==> src/rtl/fpmul_iter_param.sv <==
// Parametrised multi-cycle floating-point multiplier with a Start/Done handshake.
// Significands are multiplied R bits per cycle; denormal inputs are flushed to zero.
module fpmul_iter_param #(
    parameter int EXP_W = 8,
    parameter int MAN_W = 23,
    parameter int R     = 1
) (
    input  logic                 Clk,
    input  logic                 Rst_n,
    input  logic                 Start,
    input  logic [1:0]           RM,
    input  logic [EXP_W+MAN_W:0] A,
    input  logic [EXP_W+MAN_W:0] B,
    output logic                 Busy,
    output logic                 Done,
    output logic [EXP_W+MAN_W:0] P,
    output logic                 OF,
    output logic                 UF,
    output logic                 NaNF,
    output logic                 InfF,
    output logic                 DNF,
    output logic                 ZF,
    output logic                 NX
);

    localparam int W    = 1 + EXP_W + MAN_W;
    localparam int SW   = MAN_W + 1;
    localparam int PW   = 2 * SW;
    localparam int N    = (SW + R - 1) / R;
    localparam int CW   = $clog2(N + 1);
    localparam int XW   = EXP_W + 2;
    localparam int EMAX = (1 << EXP_W) - 1;
    localparam int BIAS = (1 << (EXP_W - 1)) - 1;

    typedef enum logic [2:0] {
        S_IDLE,
        S_UNPACK,
        S_MULT,
        S_NORM,
        S_ROUND,
        S_DONE
    } state_t;

    state_t          state_q, state_d;
    logic [W-1:0]    a_q, a_d, b_q, b_d;
    logic [1:0]      rm_q, rm_d;
    logic            sign_q, sign_d;
    logic [PW-1:0]   mcand_q, mcand_d;
    logic [SW-1:0]   mplier_q, mplier_d;
    logic [PW-1:0]   acc_q, acc_d;
    logic [XW-1:0]   exp_q, exp_d;
    logic [CW-1:0]   cnt_q, cnt_d;
    logic [W-1:0]    p_q, p_d;
    logic            of_q, of_d, uf_q, uf_d, nan_q, nan_d, inf_q, inf_d;
    logic            dn_q, dn_d, z_q, z_d, nx_q, nx_d;

    logic [EXP_W-1:0] a_exp, b_exp;
    logic [MAN_W-1:0] a_frac, b_frac;
    logic             a_zero, a_den, a_inf, a_nan;
    logic             b_zero, b_den, b_inf, b_nan;
    logic             prod_sign;

    assign a_exp     = a_q[W-2 -: EXP_W];
    assign b_exp     = b_q[W-2 -: EXP_W];
    assign a_frac    = a_q[MAN_W-1:0];
    assign b_frac    = b_q[MAN_W-1:0];
    assign a_zero    = (a_exp == '0);
    assign b_zero    = (b_exp == '0);
    assign a_den     = a_zero & (|a_frac);
    assign b_den     = b_zero & (|b_frac);
    assign a_inf     = (&a_exp) & ~(|a_frac);
    assign b_inf     = (&b_exp) & ~(|b_frac);
    assign a_nan     = (&a_exp) & (|a_frac);
    assign b_nan     = (&b_exp) & (|b_frac);
    assign prod_sign = a_q[W-1] ^ b_q[W-1];

    // After NORM the hidden bit sits in acc_q[PW-1]; below it the kept fraction, then G, R, sticky.
    logic [MAN_W-1:0] frac_keep;
    logic             g_bit, r_bit, s_bit, lsb_bit, inexact, round_up, to_inf;
    logic [MAN_W:0]   frac_sum;
    logic [XW-1:0]    exp_r;
    logic             ovf, unf;

    assign frac_keep = acc_q[PW-2 -: MAN_W];
    assign lsb_bit   = acc_q[PW-SW];
    assign g_bit     = acc_q[PW-1-SW];
    assign r_bit     = acc_q[PW-2-SW];
    assign s_bit     = |acc_q[PW-3-SW:0];
    assign inexact   = g_bit | r_bit | s_bit;

    always_comb begin
        round_up = 1'b0;
        case (rm_q)
            2'b00:   round_up = g_bit & (r_bit | s_bit | lsb_bit);
            2'b01:   round_up = 1'b0;
            2'b10:   round_up = inexact & ~sign_q;
            default: round_up = inexact & sign_q;
        endcase
    end

    assign frac_sum = {1'b0, frac_keep} + (MAN_W+1)'(round_up);
    assign exp_r    = exp_q + XW'(frac_sum[MAN_W]);
    assign ovf      = ~exp_r[XW-1] & (exp_r >= XW'(EMAX));
    assign unf      = exp_r[XW-1] | (exp_r == '0);
    assign to_inf   = (rm_q == 2'b00) | ((rm_q == 2'b10) & ~sign_q) | ((rm_q == 2'b11) & sign_q);

    always_ff @(posedge Clk or negedge Rst_n) begin
        if (!Rst_n) begin
            state_q  <= S_IDLE;
            a_q      <= '0;
            b_q      <= '0;
            rm_q     <= '0;
            sign_q   <= 1'b0;
            mcand_q  <= '0;
            mplier_q <= '0;
            acc_q    <= '0;
            exp_q    <= '0;
            cnt_q    <= '0;
            p_q      <= '0;
            of_q     <= 1'b0;
            uf_q     <= 1'b0;
            nan_q    <= 1'b0;
            inf_q    <= 1'b0;
            dn_q     <= 1'b0;
            z_q      <= 1'b0;
            nx_q     <= 1'b0;
        end else begin
            state_q  <= state_d;
            a_q      <= a_d;
            b_q      <= b_d;
            rm_q     <= rm_d;
            sign_q   <= sign_d;
            mcand_q  <= mcand_d;
            mplier_q <= mplier_d;
            acc_q    <= acc_d;
            exp_q    <= exp_d;
            cnt_q    <= cnt_d;
            p_q      <= p_d;
            of_q     <= of_d;
            uf_q     <= uf_d;
            nan_q    <= nan_d;
            inf_q    <= inf_d;
            dn_q     <= dn_d;
            z_q      <= z_d;
            nx_q     <= nx_d;
        end
    end

    logic [PW-1:0] term;

    always_comb begin
        state_d  = state_q;
        a_d      = a_q;
        b_d      = b_q;
        rm_d     = rm_q;
        sign_d   = sign_q;
        mcand_d  = mcand_q;
        mplier_d = mplier_q;
        acc_d    = acc_q;
        exp_d    = exp_q;
        cnt_d    = cnt_q;
        p_d      = p_q;
        of_d     = of_q;
        uf_d     = uf_q;
        nan_d    = nan_q;
        inf_d    = inf_q;
        dn_d     = dn_q;
        z_d      = z_q;
        nx_d     = nx_q;
        term     = '0;

        case (state_q)
            S_IDLE: begin
                if (Start) begin
                    a_d     = A;
                    b_d     = B;
                    rm_d    = RM;
                    p_d     = '0;
                    of_d    = 1'b0;
                    uf_d    = 1'b0;
                    nan_d   = 1'b0;
                    inf_d   = 1'b0;
                    dn_d    = 1'b0;
                    z_d     = 1'b0;
                    nx_d    = 1'b0;
                    state_d = S_UNPACK;
                end
            end
            S_UNPACK: begin
                sign_d = prod_sign;
                dn_d   = a_den | b_den;
                if (a_nan | b_nan | (a_inf & b_zero) | (b_inf & a_zero)) begin
                    p_d     = '1;
                    nan_d   = 1'b1;
                    state_d = S_DONE;
                end else if (a_inf | b_inf) begin
                    p_d     = {prod_sign, {EXP_W{1'b1}}, {MAN_W{1'b0}}};
                    inf_d   = 1'b1;
                    state_d = S_DONE;
                end else if (a_zero | b_zero) begin
                    p_d     = {prod_sign, {(W-1){1'b0}}};
                    z_d     = 1'b1;
                    state_d = S_DONE;
                end else begin
                    mcand_d  = {{SW{1'b0}}, 1'b1, a_frac};
                    mplier_d = {1'b1, b_frac};
                    acc_d    = '0;
                    exp_d    = XW'(a_exp) + XW'(b_exp) - XW'(BIAS);
                    cnt_d    = '0;
                    state_d  = S_MULT;
                end
            end
            S_MULT: begin
                for (int j = 0; j < R; j++) begin
                    if (mplier_q[j]) begin
                        term = term + (mcand_q << j);
                    end
                end
                acc_d    = acc_q + term;
                mcand_d  = mcand_q << R;
                mplier_d = mplier_q >> R;
                cnt_d    = cnt_q + 1'b1;
                if (cnt_q == CW'(N - 1)) begin
                    state_d = S_NORM;
                end
            end
            S_NORM: begin
                // Left-justify so the hidden bit always lands in the accumulator MSB.
                if (acc_q[PW-1]) begin
                    exp_d = exp_q + 1'b1;
                end else begin
                    acc_d = acc_q << 1;
                end
                state_d = S_ROUND;
            end
            S_ROUND: begin
                if (ovf) begin
                    p_d   = to_inf ? {sign_q, {EXP_W{1'b1}}, {MAN_W{1'b0}}}
                                   : {sign_q, EXP_W'(EMAX - 1), {MAN_W{1'b1}}};
                    inf_d = to_inf;
                    of_d  = 1'b1;
                    nx_d  = 1'b1;
                end else if (unf) begin
                    p_d  = {sign_q, {(W-1){1'b0}}};
                    uf_d = 1'b1;
                    z_d  = 1'b1;
                    nx_d = 1'b1;
                end else begin
                    p_d  = {sign_q, exp_r[EXP_W-1:0], frac_sum[MAN_W-1:0]};
                    nx_d = inexact;
                end
                state_d = S_DONE;
            end
            S_DONE: begin
                state_d = S_IDLE;
            end
            default: begin
                state_d = S_IDLE;
            end
        endcase
    end

    assign Busy = (state_q != S_IDLE);
    assign Done = (state_q == S_DONE);
    assign P    = p_q;
    assign OF   = of_q;
    assign UF   = uf_q;
    assign NaNF = nan_q;
    assign InfF = inf_q;
    assign DNF  = dn_q;
    assign ZF   = z_q;
    assign NX   = nx_q;

endmodule

==> config.mk <==
export PLATFORM = sky130hd
export DESIGN_NAME = fpmul_iter_param
export DESIGN_NICKNAME = d
export VERILOG_FILES = /design/src/rtl/fpmul_iter_param.sv
export SDC_FILE = /design/constraint.sdc
export NUM_CORES = 1
export LEC_CHECK = 0
export ABC_AREA = 1
export ABC_CLOCK_PERIOD_IN_PS = 3450
export CORE_MARGIN = 8
export CORE_UTILIZATION = 48
export DETAILED_ROUTE_END_ITERATION = 12
export GPL_TIMING_DRIVEN = 1
export HOLD_SLACK_MARGIN = 0.03
export PLACE_DENSITY = 0.7
export REMOVE_ABC_BUFFERS = 1
export SETUP_SLACK_MARGIN = 0.1
export SLEW_MARGIN = 10
export SYNTH_ARGS = -nofsm -noshare
export SYNTH_HDL_FRONTEND = slang
export SYNTH_SLANG_ARGS = --single-unit
==> constraint.sdc <==
create_clock -name Clk -period 3.45 [get_ports Clk]
set_input_delay 1.035 -clock Clk [delete_from_list [all_inputs] [get_ports Clk]]
set_output_delay 1.035 -clock Clk [all_outputs]
set_load 0.01 [all_outputs]
==> impl_metrics.ini <==
[global_route]
overflow = 0
first_global_vias = 15980
grt.total_usage = 0.2431
grt_pass1_wl_um = 81960
grt_start_max_net_pins = 82
grt_antenna_before_repair = 2

[detailed_routing]
drc = 0
via_count = 16330
wirelength_um = 50180
drt_first_iter_violations = 1311
dr.pass1.iters = 5
ant_nets = 0
viasPerCell = 5.209
wl_per_cell_um = 16.00

[run]
cap_violations = 0

[synth]
ys_seq_area_frac = 0.3732
yosys_warnings = 0
ys_ff_latch = 244
synth_area_mm2 = 0.01636
synth_top_flop_cell = dfrtp_1
synth_edf_count = 0
synth_cell_types = 45
syn-mean-instance-area_um2 = 6.677
async_flop_share = 1.000
synth_cells = 2450
netlist.area_leader.share = 0.3732
yosys.area.top_type = dfrtp_1
synthTopCellsByArea = dfrtp_1 (37%), nand2_1 (21%), inv_1 (7.6%)

[cells_and_area]
drive_gt1_frac = 0.1250
mostFrequentLayoutCell = nand2_1
diodes = 0
area_delta_synth_final_pct = 25.06
final_cell_mix = nand2_1 (879), inv_1 (326), dfrtp_1 (244)
fin_util = 0.6101
nets = 2809

[cts]
htreeDepth = 1
path_clk_slew_ns = 0.06
cts_hold_buf = 0
clk_latency_ns = 0.55
clock_path_buffers = 3
cts_tree = done
cts-buffers-inserted = 27
clock_sinks = 244
cts_root_buf = clkbuf_16

[timing]
max_slew.worst_pin.slew_ns = 1.004
setup_viol = 36
timing.final.crit_share = 1.131
hold_viol = 0
relSlewSlack = 0.3282
final.setup.tns_ns = -13.67
max_freq_mhz = 256.4
timing.final.ws_setup_ns = -0.4506
period_needed_ns = 3.901
fin_skew_ns = 0.03073
rsz0062_at_grt = yes
slew_viol_final = 0

[floorplanning]
io_pins = 110
die-width_um = 200.6
rows = 67
die_area_mm2 = 0.04025
core_mm2 = 0.03353
start_util = 0.4879
die_h_um = 200.6

[setup_path]
path_class = reg2reg
timing.rr.start = rm_q[1]
endpoint_kind = flop
crit_required_ns = 3.87
worst-path-max-fanout = 3
startpoint = rm_q[1]
start_kind = flop
cp.arrival_ns = 4.32

[power]
swShare = 0.4230
total_power_uw = 16250
p_leak_uw = 0.01095
p_seq_frac = 0.288
intPower_uw = 9377
ir_drop_mv = 0.5430
pwr-share-comb = 0.526
power.density_mw_per_mm2 = 794.4
pwr-share-clk = 0.186
switching_power_uw = 6874

[placement]
io_buffers = 109
hpwlAfterDp_um = 36560
gp_congestion = 0.9484

[outcome]
violations = setup timing
status = finished with violations

[worst_hold_path]
hold_path_class = in2async
==> repair_timing <==
action	in CTS	in global routing
setup buffers	55	14
pin swaps	22	34
gates resized for setup	74	76
cloned	2	3
setup endpoints to repair	36	36
==> cell families (layout without fill, tap and decap cells) <==
group,after synthesis,after routing,share of synthesized area
compound gates,319,319,0.1060
fa+ha+maj,71,71,0.05522
buf+inv,417,655,0.1027
simple gates,1369,1369,0.3468
flops,244,244,0.3732
xor+xnor,30,30,0.01606
==> worst max-delay path, stage by stage (launching register included) <==
cell and delay (ns):
dfrtp_1 0.40, inv_2 0.06, nor2_1 0.04, ha_1 0.29, nor3_2 0.17, o21bai_4 0.15, ha_4 0.17, nand3_4 0.08
buf_4 0.14, buf_4 0.12, buf_4 0.12, buf_4 0.13, buf_4 0.12, buf_4 0.12, buf_4 0.12, buf_4 0.12
buf_4 0.12, buf_4 0.12, buf_4 0.12, buf_4 0.12, buf_4 0.13, buf_4 0.12, buf_4 0.15, nor2_4 0.10
xnor2_1 0.13, o21ai_0 0.13, nand2_1 0.09, nand3_1 0.08
==> registers in the layout, indices dropped and copies added (netlist names) <==
signal and flops:
DNF 1, InfF 1, NX 1, NaNF 1, OF 1, P 32, UF 1, ZF 1
a_q 32, acc_q 48, b_q 32, cnt_q 5, exp_q 10, mcand_q 48, mplier_q 24, rm_q 2
sign_q 1, state_q 3
==> worst paths after layout <==
path	slack, ns	endpoint	depth (start not counted)
worst max-delay path	-0.45	P[11]	27
worst min-delay path	0.45	a_q[14]	1
worst max register to register	-0.45	P[11]	27
worst min register to register	0.48	P[5]	2
max in group asynchronous	2.23	b_q[21]	2
min in group Clk	0.48	P[5]	2
==> cell type report <==
class / count / area, µm²
clock buffer: 37 / 763.2
inverter: 341 / 1301
tap: 448 / 560.5
sequential: 244 / 6106
timing repair buffer: 266 / 2522
multi-input combinational: 1789 / 9040
clock inverter: 11 / 165.2
fill: 3087 / 13070
==> power groups by stage <==
stage	logic (µW)	clock network (µW)	registers, µW
5_1_grt	9520	3190	4830
3_3_place_gp	6930	0	4630
2_1_floorplan	4360	0	4680
4_1_cts	8070	3080	4660
6_report	8540	3020	4690
3_5_place_dp	7060	0	4670
==> synthesized netlist by cell type (9+ instances only) <==
library cell / instances
o21ai_1: 45
ha_1: 69
nor3_1: 18
nand4_1: 29
nand2_2: 16
a21oi_1: 76
nand3_1: 185
o21ai_2: 11
or2_2: 12
o22ai_1: 28
buf_6: 9
inv_1: 332
dfrtp_1: 244
nor2_1: 177
o21ai_0: 135
o21bai_1: 9
nand2_1: 903
buf_2: 20
nand3b_1: 11
clkbuf_1: 38
xor2_1: 22
==> metal layers <==
| layer | track usage | vias to the layer above | wire [µm] |
|---|---|---|---|
| met4 | 0.04678 | 0 | 746 |
| met3 | 0.02937 | 53 | 3121 |
| met1 | 0.3410 | 7614 | 23380 |
| met5 | 0 | - | 0 |
| li1 | - | 8187 | - |
| met2 | 0.4009 | 480 | 22930 |
==> stage by stage <==
stage / worst slack, ns / hold WS, ns / area (µm²) / instances
global placement: -0.6980 / 0.4665 / 18420 / 3023
floorplan: -0.8932 / 0.4505 / 15960 / 2374
detailed placement: -0.8517 / 0.4679 / 18420 / 3023
CTS: -0.4979 / 0.4830 / 20050 / 3125
global route: -0.6255 / 0.4942 / 20460 / 3136
finish: -0.4506 / 0.4471 / 20460 / 3136
Power figures use the tool's default switching activity.
==> RTL change 1 (same settings) <==
Encoding of `state_t`: now Gray code (3 bits for 6 states).
--- a/src/rtl/fpmul_iter_param.sv
+++ b/src/rtl/fpmul_iter_param.sv
@@ -35,8 +35,8 @@
     typedef enum logic [2:0] {
-        S_IDLE,
-        S_UNPACK,
-        S_MULT,
-        S_NORM,
-        S_ROUND,
-        S_DONE
+        S_IDLE   = 3'b000,
+        S_UNPACK = 3'b001,
+        S_MULT   = 3'b011,
+        S_NORM   = 3'b010,
+        S_ROUND  = 3'b110,
+        S_DONE   = 3'b111
     } state_t;
Formal check against the unedited RTL: same outputs for any inputs over 4 cycles, from zero or initial values and one cycle with Rst_n low; so few cycles prove little.
==> RTL change 1 against the original RTL <==
- the flow still finishes with violations (setup timing)
- worst setup slack gained 0.25 ns
- synthesized cell count is 4.4% higher
- sequential power hardly changed
- global-route usage down 0.66 points
- sequential cell count is the same
- sequential share of layout area rose by 0.63 points
- count of clock-buffer cells in the layout decreased by 1
- die area is 2.3% higher
- clock power is 5% lower
- total power down 8.8%
- non-clock buffer count is 55 lower
- design area shrank 2.1%
- wire length down 2.1%
- area after synthesis increased by 2.5%
- critical endpoint is now P[27]
==> RTL change 1: results (changes against the original RTL) <==
Run status
  • Status: finished, violations left
  • Failing checks: setup timing

Timing
  • Worst setup margin: -0.205 ns (+0.245 ns)
  • TNS Setup: -6.08 ns (+7.59 ns)
  • Endpoints failing setup: 36 (unchanged)
  • Clock Skew: 0.0220 ns (-0.00877 ns)

Logic synthesis
  • Most area-consuming cells after synthesis: dfrtp_1 36%, nand2_1 23%, inv_1 7.8%, nand3_1 7.3%, ha_1 5.1%
  • Post-synth top cells: 1014 x nand2_1, 348 x inv_1, 244 x dfrtp_1
  • Register area share after synthesis: 36.4% (-0.91 points)

Global routing
  • Number of global-route vias before repair: 16200 (+1.1%)
  • Total track usage: 23.6% (-0.66 points)
  • Largest net degree at the start of global routing: 86 (+4.9%)

Placed design
  • Final HPWL DP: 37.4 mm (+2.4%)
  • Routability Congestion: 1.01 (+7.0%)
  • DP Worst Slack: -0.507 ns (+0.345 ns)
  • Area after DPL: 18800 µm² (+2.0%)

Setup path
  • R2r startpoint: acc_q[13]
  • Crit path DAT: 4.08 ns (-0.24 ns)

Clock tree
  • Num CTS Buffers: 28 (+3.7%)

Routing
  • Routed vias/inst: 5.19 (-0.27%)
  • Drt initial violations: 1434 (+9.4%)

Finish
  • Filler cell count: 3345 (+8.4%)
  • Layout cells sized above 1: 9.08% (-3.4 points)

Power
  • Max rail drop VDD: 0.532 mV (-2.1%)
  • LEAKAGE: 10.8 nW (-1.2%)

Min path
  • Worst min path class: flop to flop
RTL change 1: layout make-up:
class                      instances  area, µm²  area share, %
timing repair buffer             211       1980           9.89
inverter                         358       1360           6.77
clock inverter                    13       95.1          0.475
sequential                       244       6110           30.5
clock buffer                      36        802           4.00
tap                              455        569           2.84
antenna                            1       2.50         0.0125
timing repair inverter             1       3.75         0.0187
multi-input combinational       1878       9120           45.5
RTL change 1: routing by layer:
metal / up-vias / share of wire (%) / track usage, %
li1: 8380 / - / -
met1: 7639 / 46 / 33.6
met2: 523 / 46 / 38.4
met3: 64 / 5.8 / 2.15
met4: 0 / 2.2 / 5.75
met5: - / 0 / 0
RTL change 1: cell families (layout without fill, tap and decap cells):
kind of cell / count (synthesis) / after routing / synth area share [%]
AND/OR/NAND/NOR: 1551 / 1551 / 38.9
flip-flops: 244 / 244 / 36.4
adder cells (fa/ha/maj): 71 / 71 / 5.39
buffers and inverters: 437 / 619 / 10.4
AO/OA/AOI/OAI: 233 / 233 / 7.73
other: 0 / 1 / 0
XOR/XNOR: 23 / 23 / 1.20
RTL change 1: per-stage QoR:
stage | cells | power (W)
finish | 3197 | 0.0148
global route | 3196 | 0.0160
CTS | 3194 | 0.0148
detailed placement | 3132 | 0.0115
global placement | 3132 | 0.0113
floorplan | 2480 | 0.00888
RTL change 1: power by group:
group / leakage, nW / switching [W] / internal [W]
Sequential: 3.20 / 0.000783 / 0.00391
Combinational: 7.17 / 0.00441 / 0.00284
Clock: 0.449 / 0.00118 / 0.00170
RTL change 1: worst register-to-register path, delay by kind of cell, from the launching register on:
family | cells | cell delay (ns)
AOI/OAI and AO/OA | 3 | 0.37
and+or+nand+nor | 18 | 1.67
adders and majority gates | 3 | 0.51
DFF | 1 | 0.40
buffers and inverters | 5 | 0.57
RTL change 1: worst max-delay path by stage:
stage                     cells after the start  endpoint  startpoint
after floorplan                               5        NX       Start
after detailed placement                     26      P[4]    acc_q[2]
after global placement                       26      P[2]    acc_q[2]
after global routing                         30      InfF   acc_q[13]
final                                        29     P[27]   acc_q[13]
after CTS                                    27     P[28]     rm_q[1]
RTL change 1: what timing repair did:
action                     CTS  global route
setup endpoints to repair   36            36
resized for setup           51            13
pin swaps                   10             6
setup buffers               11             4
gates cloned                 2             0
==> RTL change 2 (same settings) <==
Made on the original files. Change the parameter `MAN_W` from 23 to 21.
--- a/src/rtl/fpmul_iter_param.sv
+++ b/src/rtl/fpmul_iter_param.sv
@@ -4,3 +4,3 @@
     parameter int EXP_W = 8,
-    parameter int MAN_W = 23,
+    parameter int MAN_W = 21,
     parameter int R     = 1
Interface: changed (resized A, B and P); port bits go from 110 to 104. The function was not compared with the original's and may differ.
==> RTL change 2 against the original RTL <==
- the run still ends with setup timing left
- sequential cell count shrank 16
- worst hold slack gained 0.00094 ns
- clock power shrank 5%
- non-clock buffer count decreased by 58
- critical path depth decreased by 4
- design area fell by 7.7%
- wire length is 8.6% lower
- total power fell by 18%
- area after synthesis is 4.7% lower
- worst setup slack improved by 0.31 ns
==> RTL change 2: results (changes against the original RTL) <==
Run status
  • Status: finished, violations left
  • Failing checks: setup timing

Timing
  • Endpoints failing setup: 32 (-11%)
  • TNS Setup: -3.30 ns (+10.37 ns)
  • Worst setup margin: -0.142 ns (+0.309 ns)
  • Worst hold slack: 0.448 ns (+0.000942 ns)
  • Slew @ Worst Pin: 1.05 ns (+0.0460 ns)

Power
  • LEAKAGE: 10.3 nW (-5.9%)
  • Max rail drop VDD: 0.662 mV (+22%)

Logic synthesis
  • Register area share after synthesis: 36.6% (-0.73 points)
  • Syn_area_per_cell: 6.46 µm² (-3.2%)
  • Most area-consuming cells after synthesis: dfrtp_1 37%, nand2_1 23%, inv_1 7.7%, nand3_1 7.1%, ha_1 5.3%
  • Yosys cell types: 40 (-11%)
  • Post-synth top cells: 969 x nand2_1, 318 x inv_1, 228 x dfrtp_1
  • Flop and latch count out of synthesis: 228 (-6.6%)

Finish
  • Filler cell count: 3117 (+0.97%)
  • Layout non-clock buf frac: 10.4% (-1.9 points)
  • Clock buf/inv share: 4.75% (+0.21 points)
  • Fraction of area in multi-input gates: 45.2% (+1.0 points)
  • Logic inverters: 326 (-4.4%)
  • Clock buf count: 42 (+14%)
  • Bufs w/o clock: 208 (-22%)
  • Biggest regs: acc_q: 44 flops, mcand_q: 44 flops
  • Multi-input comb cells: 1779 (-0.56%)
  • Layout cells sized above 1: 8.57% (-3.9 points)
  • Nets: 2703 (-3.8%)
  • Storage element area: 5710 µm² (-6.6%)

Routing
  • WL met3: 2.74 mm (-12%)
  • WL met1: 21.2 mm (-9.5%)
  • Routed vias/inst: 5.12 (-1.7%)

Global routing
  • Largest net degree at the start of global routing: 111 (+35%)
  • First-pass GRT wire length: 75.8 mm (-7.6%)
  • M3 GR Usage: 2.90% (-0.041 points)
  • Routing usage on met1: 32.8% (-1.3 points)
  • Met2 GRT Util: 39.6% (-0.50 points)
  • Number of global-route vias before repair: 14900 (-6.5%)

Setup path
  • Crit path max-delay family: simple AND/OR/NAND/NOR gates
  • R2r startpoint: acc_q[15]
  • Crit path DAT: 4.01 ns (-0.31 ns)
  • Worst R2R Path Depth: 23 (-15%)
  • CP Max Fanout: 5 (+2)
  • Crit Reg-Reg Endpoint: P[7]

Placed design
  • Port bufs: 103 (-5.5%)
  • DP Worst Slack: -0.410 ns (+0.442 ns)
  • Final HPWL DP: 34.1 mm (-6.7%)
  • Routability Congestion: 0.940 (-0.89%)
  • Placed cell count: 2962 (-2.0%)

Clock tree
  • Post-CTS setup buffers: 15 (-73%)
## RTL change 2: changes by cell type after synthesis, moves of 9 or more
| cell | change |
|---|---|
| o21ai_2 | -11 |
| nand2_1 | +66 |
| nor2_1 | -15 |
| inv_1 | -14 |
| o21ai_0 | -20 |
| nor3_1 | -9 |
| dfrtp_1 | -16 |
| nand3_1 | +37 |
| a21oi_1 | -9 |
| xor2_1 | -10 |
| nand2_2 | -14 |
| o22ai_1 | -26 |
## RTL change 2: cell families after synthesis
kind of cell	after synthesis	share of synthesized area [%]
fa+ha+maj	68	5.55
compound gates	253	8.43
flops	228	36.6
xor+xnor	27	1.52
simple gates	1431	37.6
buf+inv	406	10.4
## RTL change 2: how the worst max path moves through the flow
stage / depth (start not counted) / to / slack [ns] / startpoint
2_1_floorplan: 8 / mplier_q[3] / -2.69 / state_q[2]
3_3_place_gp: 22 / UF / -0.34 / acc_q[15]
3_5_place_dp: 22 / P[24] / -0.41 / acc_q[15]
4_1_cts: 23 / P[11] / -0.20 / acc_q[14]
5_1_grt: 23 / P[1] / -0.40 / acc_q[15]
6_report: 23 / P[7] / -0.14 / acc_q[15]
## RTL change 2: power breakdown
part	total, W	internal [W]	switching [W]
Sequential	0.00427	0.00359	0.000676
Clock	0.00286	0.00174	0.00112
Combinational	0.00621	0.00233	0.00388
Total	0.0133	0.00766	0.00568
## RTL change 2: per-stage QoR
step / util, % / power (W) / area (µm²)
4_1_cts: 57.9 / 0.0133 / 18700
3_3_place_gp: 54.3 / 0.0101 / 17500
3_5_place_dp: 54.3 / 0.0103 / 17500
5_1_grt: 58.5 / 0.0144 / 18900
6_report: 58.5 / 0.0133 / 18900
2_1_floorplan: - / 0.00804 / 15200
